$ cat config.mk
export PLATFORM = sky130hd
export DESIGN_NAME = pipeline_controller
export DESIGN_NICKNAME = d
export VERILOG_FILES = /design/src/rtl/pipeline_controller_pkg.sv /design/src/rtl/sat_counter.sv /design/src/rtl/pipeline_controller.sv
export SDC_FILE = /design/constraint.sdc
export NUM_CORES = 1
export LEC_CHECK = 0
export ABC_CLOCK_PERIOD_IN_PS = 2400
export BUFFER_PORTS_ARGS = -buffer_cell sky130_fd_sc_hd__buf_4
export CORE_UTILIZATION = 50
export DETAILED_ROUTE_END_ITERATION = 12
export GPL_TIMING_DRIVEN = 0
export HOLD_SLACK_MARGIN = 0.1
export PLACE_DENSITY = 0.86
export RECOVER_POWER = 100
export SLEW_MARGIN = 15
export SYNTH_ARGS = -nofsm -noshare
export SYNTH_HDL_FRONTEND = slang
export SYNTH_SLANG_ARGS = --single-unit
$ cat constraint.sdc
create_clock -name clk -period 2.4 [get_ports clk]
set_clock_uncertainty 0.15 [all_clocks]
set_input_delay 0.6 -clock clk [delete_from_list [all_inputs] [get_ports clk]]
set_output_delay 0.6 -clock clk [all_outputs]
set_load 0.005 [all_outputs]
$ cat src/rtl/pipeline_controller_pkg.sv
`default_nettype none
// +----------------------------------------------------------------------+
// | pkg_defines                                                          |
// | Shared types and constants for the pipeline control block.           |
// | Rev 1.0                                                              |
// +----------------------------------------------------------------------+
package pkg_defines;

  typedef enum logic [1:0] {
    RUN   = 2'd0,
    STALL = 2'd1,
    FLUSH = 2'd2,
    ERROR = 2'd3
  } ctrl_state_t;

  localparam int unsigned c_flush_cycles_default = 2;
  // Wide enough for FLUSH_CYCLES-1 over the whole legal range 1..15.
  localparam int unsigned c_flush_cnt_width      = 4;

endpackage
`default_nettype wire

$ cat src/rtl/sat_counter.sv
`default_nettype none
// +----------------------------------------------------------------------+
// | sat_counter                                                          |
// | Up-counter that sticks at its all-ones value instead of wrapping.    |
// | Rev 1.0                                                              |
// +----------------------------------------------------------------------+
module sat_counter #(
  parameter int unsigned WIDTH = 16
) (
  input  logic             clk,
  input  logic             reset,
  input  logic             i_inc,
  output logic [WIDTH-1:0] o_value
);

  logic [WIDTH-1:0] r_value;

  always_ff @(posedge clk or posedge reset) begin
    if (reset) begin
      r_value <= '0;
    end else if (i_inc && (r_value != {WIDTH{1'b1}})) begin
      r_value <= r_value + 1'b1;
    end
  end

  assign o_value = r_value;

endmodule
`default_nettype wire

$ cat src/rtl/pipeline_controller.sv
`default_nettype none
// +----------------------------------------------------------------------+
// | pipeline_controller                                                  |
// | Halt/flush/error sequencing for the instruction-processor front end. |
// | Rev 1.0                                                              |
// +----------------------------------------------------------------------+
module pipeline_controller
  import pkg_defines::*;
#(
  parameter int unsigned FLUSH_CYCLES = c_flush_cycles_default,
  parameter int unsigned CNT_WIDTH    = 16
) (
  input  logic                 clk,
  input  logic                 reset,
  input  logic                 i_jmp_write,
  input  logic [1:0]           i_cache_hit,
  input  logic                 i_no_ren,
  input  logic                 i_full,
  input  logic                 i_panic,
  output logic                 o_ld_halt,
  output logic [1:0]           o_dec_halt,
  output logic                 o_ren_halt,
  output logic                 o_flush,
  output logic                 o_error,
  output logic [CNT_WIDTH-1:0] o_stall_cycles
);

  localparam logic [c_flush_cnt_width-1:0] c_flush_load =
    c_flush_cnt_width'(FLUSH_CYCLES - 1);

  ctrl_state_t                  r_state;
  ctrl_state_t                  w_next_state;
  logic [c_flush_cnt_width-1:0] r_flush_cnt;
  logic [c_flush_cnt_width-1:0] w_next_cnt;
  logic                         r_halt;
  logic                         r_flush;
  logic                         r_error;
  logic                         w_stall_req;
  logic                         w_run;

  assign w_stall_req = i_no_ren | i_full;

  // A stall request never cuts a flush window short; it is only honoured
  // once the counter has run out.
  always_comb begin
    w_next_state = r_state;
    w_next_cnt   = r_flush_cnt;
    if (r_state != ERROR) begin
      if (i_panic) begin
        w_next_state = ERROR;
        w_next_cnt   = '0;
      end else if (i_jmp_write) begin
        w_next_state = FLUSH;
        w_next_cnt   = c_flush_load;
      end else if ((r_state == FLUSH) && (r_flush_cnt != '0)) begin
        w_next_cnt   = r_flush_cnt - 1'b1;
      end else begin
        w_next_state = w_stall_req ? STALL : RUN;
      end
    end
  end

  // Outputs are registered from the next state so they always match r_state.
  always_ff @(posedge clk or posedge reset) begin
    if (reset) begin
      r_state     <= RUN;
      r_flush_cnt <= '0;
      r_halt      <= 1'b0;
      r_flush     <= 1'b0;
      r_error     <= 1'b0;
    end else begin
      r_state     <= w_next_state;
      r_flush_cnt <= w_next_cnt;
      r_halt      <= (w_next_state != RUN);
      r_flush     <= (w_next_state == FLUSH);
      r_error     <= (w_next_state == ERROR);
    end
  end

  assign w_run      = (r_state == RUN);
  assign o_ld_halt  = r_halt;
  assign o_ren_halt = r_halt;
  assign o_flush    = r_flush;
  assign o_error    = r_error;
  assign o_dec_halt = {2{r_halt}} | ({2{w_run}} & ~i_cache_hit);

  sat_counter #(
    .WIDTH (CNT_WIDTH)
  ) u_stall_counter (
    .clk     (clk),
    .reset   (reset),
    .i_inc   (r_state == STALL),
    .o_value (o_stall_cycles)
  );

endmodule
`default_nettype wire
==> flow_summary.toml <==
[route]
first_iter_violations = 16
antenna_left = 0
vias = 1070
dr.pass1.iters = 4
via_per_inst = 5.75
wirelength_um = 2750
wl_per_cell_um = 14.8
drc_errors = 0

[timing]
post-route-period-util_pct = 95.6
clock.fmax_mhz = 436
slew_headroom_pct = 38.9
fin_tns_setup_ns = 0
final-setup-viol-count = 0
finalMaxSlewViolations = 0
rsz0062_at_grt = "no"
tightest_slew_ns = 0.915
period_needed_ns = 2.29
final-hold-violation-count = 0

[cells_and_area]
layout-drive-gt1-share_pct = 24.4
finalNetCount = 168
areaGrowthSynthToFinish_pct = 19.3
num_antenna_cells = 0
final_util_pct = 63.0
fill_cells = 202

[worst_setup_path]
endpoint_kind = "output pin"
cp.required_ns = 1.65
cp_cell_sequence = "clkbuf_1 -> or2_2 -> o21bai_1 -> clkbuf_4"
critical_path_arrival_ns = 1.54
path_class = "reg2out"
crit_path_start_kind = "register"
cpMaxStageDelayCell = "dfrtp_1"
path_max_fanout = 10
cp_slowest_stage_delay_ns = 0.40

[global_routing]
grt_pass1_wl_um = 4580
grt-ovfl-total = 0
grt_pass1_vias = 1016
grt_util_all_layers_pct = 22.8
antenna_found_initial = 0
grt_max_degree = 26

[flow_run]
max_cap_viol_count = 0

[place]
gp_congestion = 0.824
port_buffers = 29
dp_hpwl_um = 2150

[floorplan]
ios = 30
fp.dieH_um = 52.9
initial_utilization_pct = 52.8
coreArea_sq_mm = 0.00245
die_area_sq_mm = 0.00280
die_x_um = 52.9
num_rows = 18

[pwr]
leakagePower_nw = 0.740
powerDensity_mw_per_mm2 = 478
finalPower_mw = 0.740
ir_worst_vdd_mv = 0.393

[clocking]
root_buffer = "clkbuf_4"
post_cts_buffers = 0
cts.clk_slew.worst_paths_ns = 0.14
cts_buffers = 3
post_cts_resized = 0
cts_tree = "done"
cts_buffer_depth = 2
cts_hold_buf = 0
clk_latency_ns = 0.32
cts_num_sinks = 25
h-tree-depth = 1

[worst_hold_path]
hold_path_class = "in2async"

[outcome]
status = "complete, no violations"

[logic_synthesis]
synthesis.instances = 123
ys_async_sr_fraction_pct = 100
synth_seq_area_share_pct = 48.3
synth.ff_latch_count = 25
avgSynthCellArea_sq_um = 10.5
synth-main-ff-cell = "dfrtp_1"
synth_cell_types = 39
syn_area_sq_mm = 0.00130
synth_edf_count = 0
ys_warn_count = 0
syn-num-nets = 134
-- layout make-up --
class / instances / area, sq um / area share [%]
tap: 30 / 37.5 / 2.43
clock buffer: 3 / 22.5 / 1.46
multi-input combinational: 90 / 608 / 39.3
buffer: 2 / 11.3 / 0.728
inverter: 6 / 22.5 / 1.46
clock inverter: 1 / 5.00 / 0.324
sequential: 25 / 626 / 40.5
timing repair buffer: 29 / 214 / 13.8
-- path summary, 6_finish.rpt --
kind,start,to,slack (ns),cells after the start
min in group clk,i_jmp_write,r_state[0],0.32,2
setup / recovery,r_state[1],o_dec_halt[1],0.11,4
hold / removal,reset,r_state[1],0.31,2
max in group asynchronous,reset,u_stall_counter.o_value[7],1.22,2
setup reg to reg,u_stall_counter.o_value[10],u_stall_counter.o_value[1],0.33,4
hold reg to reg,u_stall_counter.o_value[13],u_stall_counter.o_value[13],0.36,1
-- state kept, by name (all words and copies together) (netlist names) --
name and cells:
o_ld_halt 1, o_error 1, r_state 2, r_flush_cnt 4
u_stall_counter.o_value 16, o_flush 1
-- worst max-delay path, delay by kind of cell, from the launching register on --
kind            cells  cell delay [ns]
compound gates      1             0.13
buf+inv             2             0.35
flops               1             0.40
simple gates        1             0.35
-- through the flow --
stage | setup WS, ns | hold slack, ns | area (sq um) | instances
finish | 0.105 | 0.312 | 1550 | 186
global route | 0.00282 | 0.305 | 1550 | 186
CTS | 0.103 | 0.308 | 1580 | 186
detailed placement | 0.478 | 0.354 | 1550 | 182
global placement | 0.518 | 0.338 | 1550 | 182
floorplan | 0.655 | 0.323 | 1300 | 123
-- logic make-up after synthesis --
kind of cell / share of synthesized area (%)
and+or+nand+nor: 25.2
DFF: 48.3
AOI/OAI and AO/OA: 9.65
xor gates and xnor gates: 9.46
buffers and inverters: 2.61
adders and majority gates: 2.90
muxes: 1.93
-- synth_stat cells (2+ instances only) --
library cell	n	area, sq um
a21oi_1	3	15.0
dfrtp_1	25	626
ha_1	3	37.5
inv_1	6	22.5
nand2_1	5	18.8
nand2b_1	2	12.5
nand3_1	7	35.0
nand3b_1	2	15.0
nand4_1	5	31.3
nor2_1	9	33.8
nor3_1	5	25.0
nor4_1	3	18.8
o21ai_0	6	30.0
o21bai_1	2	15.0
o31ai_1	2	15.0
or2_2	3	18.8
xnor2_1	5	43.8
xor2_1	9	78.8
-- layer usage --
layer	up-vias	routed length, um	GRT usage [%]
li1	511	-	-
met1	520	1110	26.8
met2	33	1500	40.5
met3	6	99	3.16
met4	0	34	10.5
met5	-	0	0
-- cells in the final DEF (no fill, tap or decap), types with 2 or more instances in the layout --
master	synthesis	layout
o21ai_0	6	6
o21bai_1	2	2
o31ai_1	2	2
ha_1	3	3
inv_1	6	6
nand2_1	5	5
buf_4	1	8
nand3b_1	2	2
clkbuf_1	1	2
xor2_1	9	9
nor3_1	5	6
nor2_1	9	9
clkbuf_4	0	24
nor4_1	3	3
a21oi_1	3	3
xnor2_1	5	5
nand4_1	5	6
nand2b_1	2	2
or2_2	3	3
nand3_1	7	7
dfrtp_1	25	25
-- power by group --
part / switching, mW / total [mW] / internal (mW)
registers: 0.0156 / 0.451 / 0.435
clock network: 0.126 / 0.188 / 0.0624
logic: 0.0559 / 0.100 / 0.0443
(Power assumes the default switching activity.)
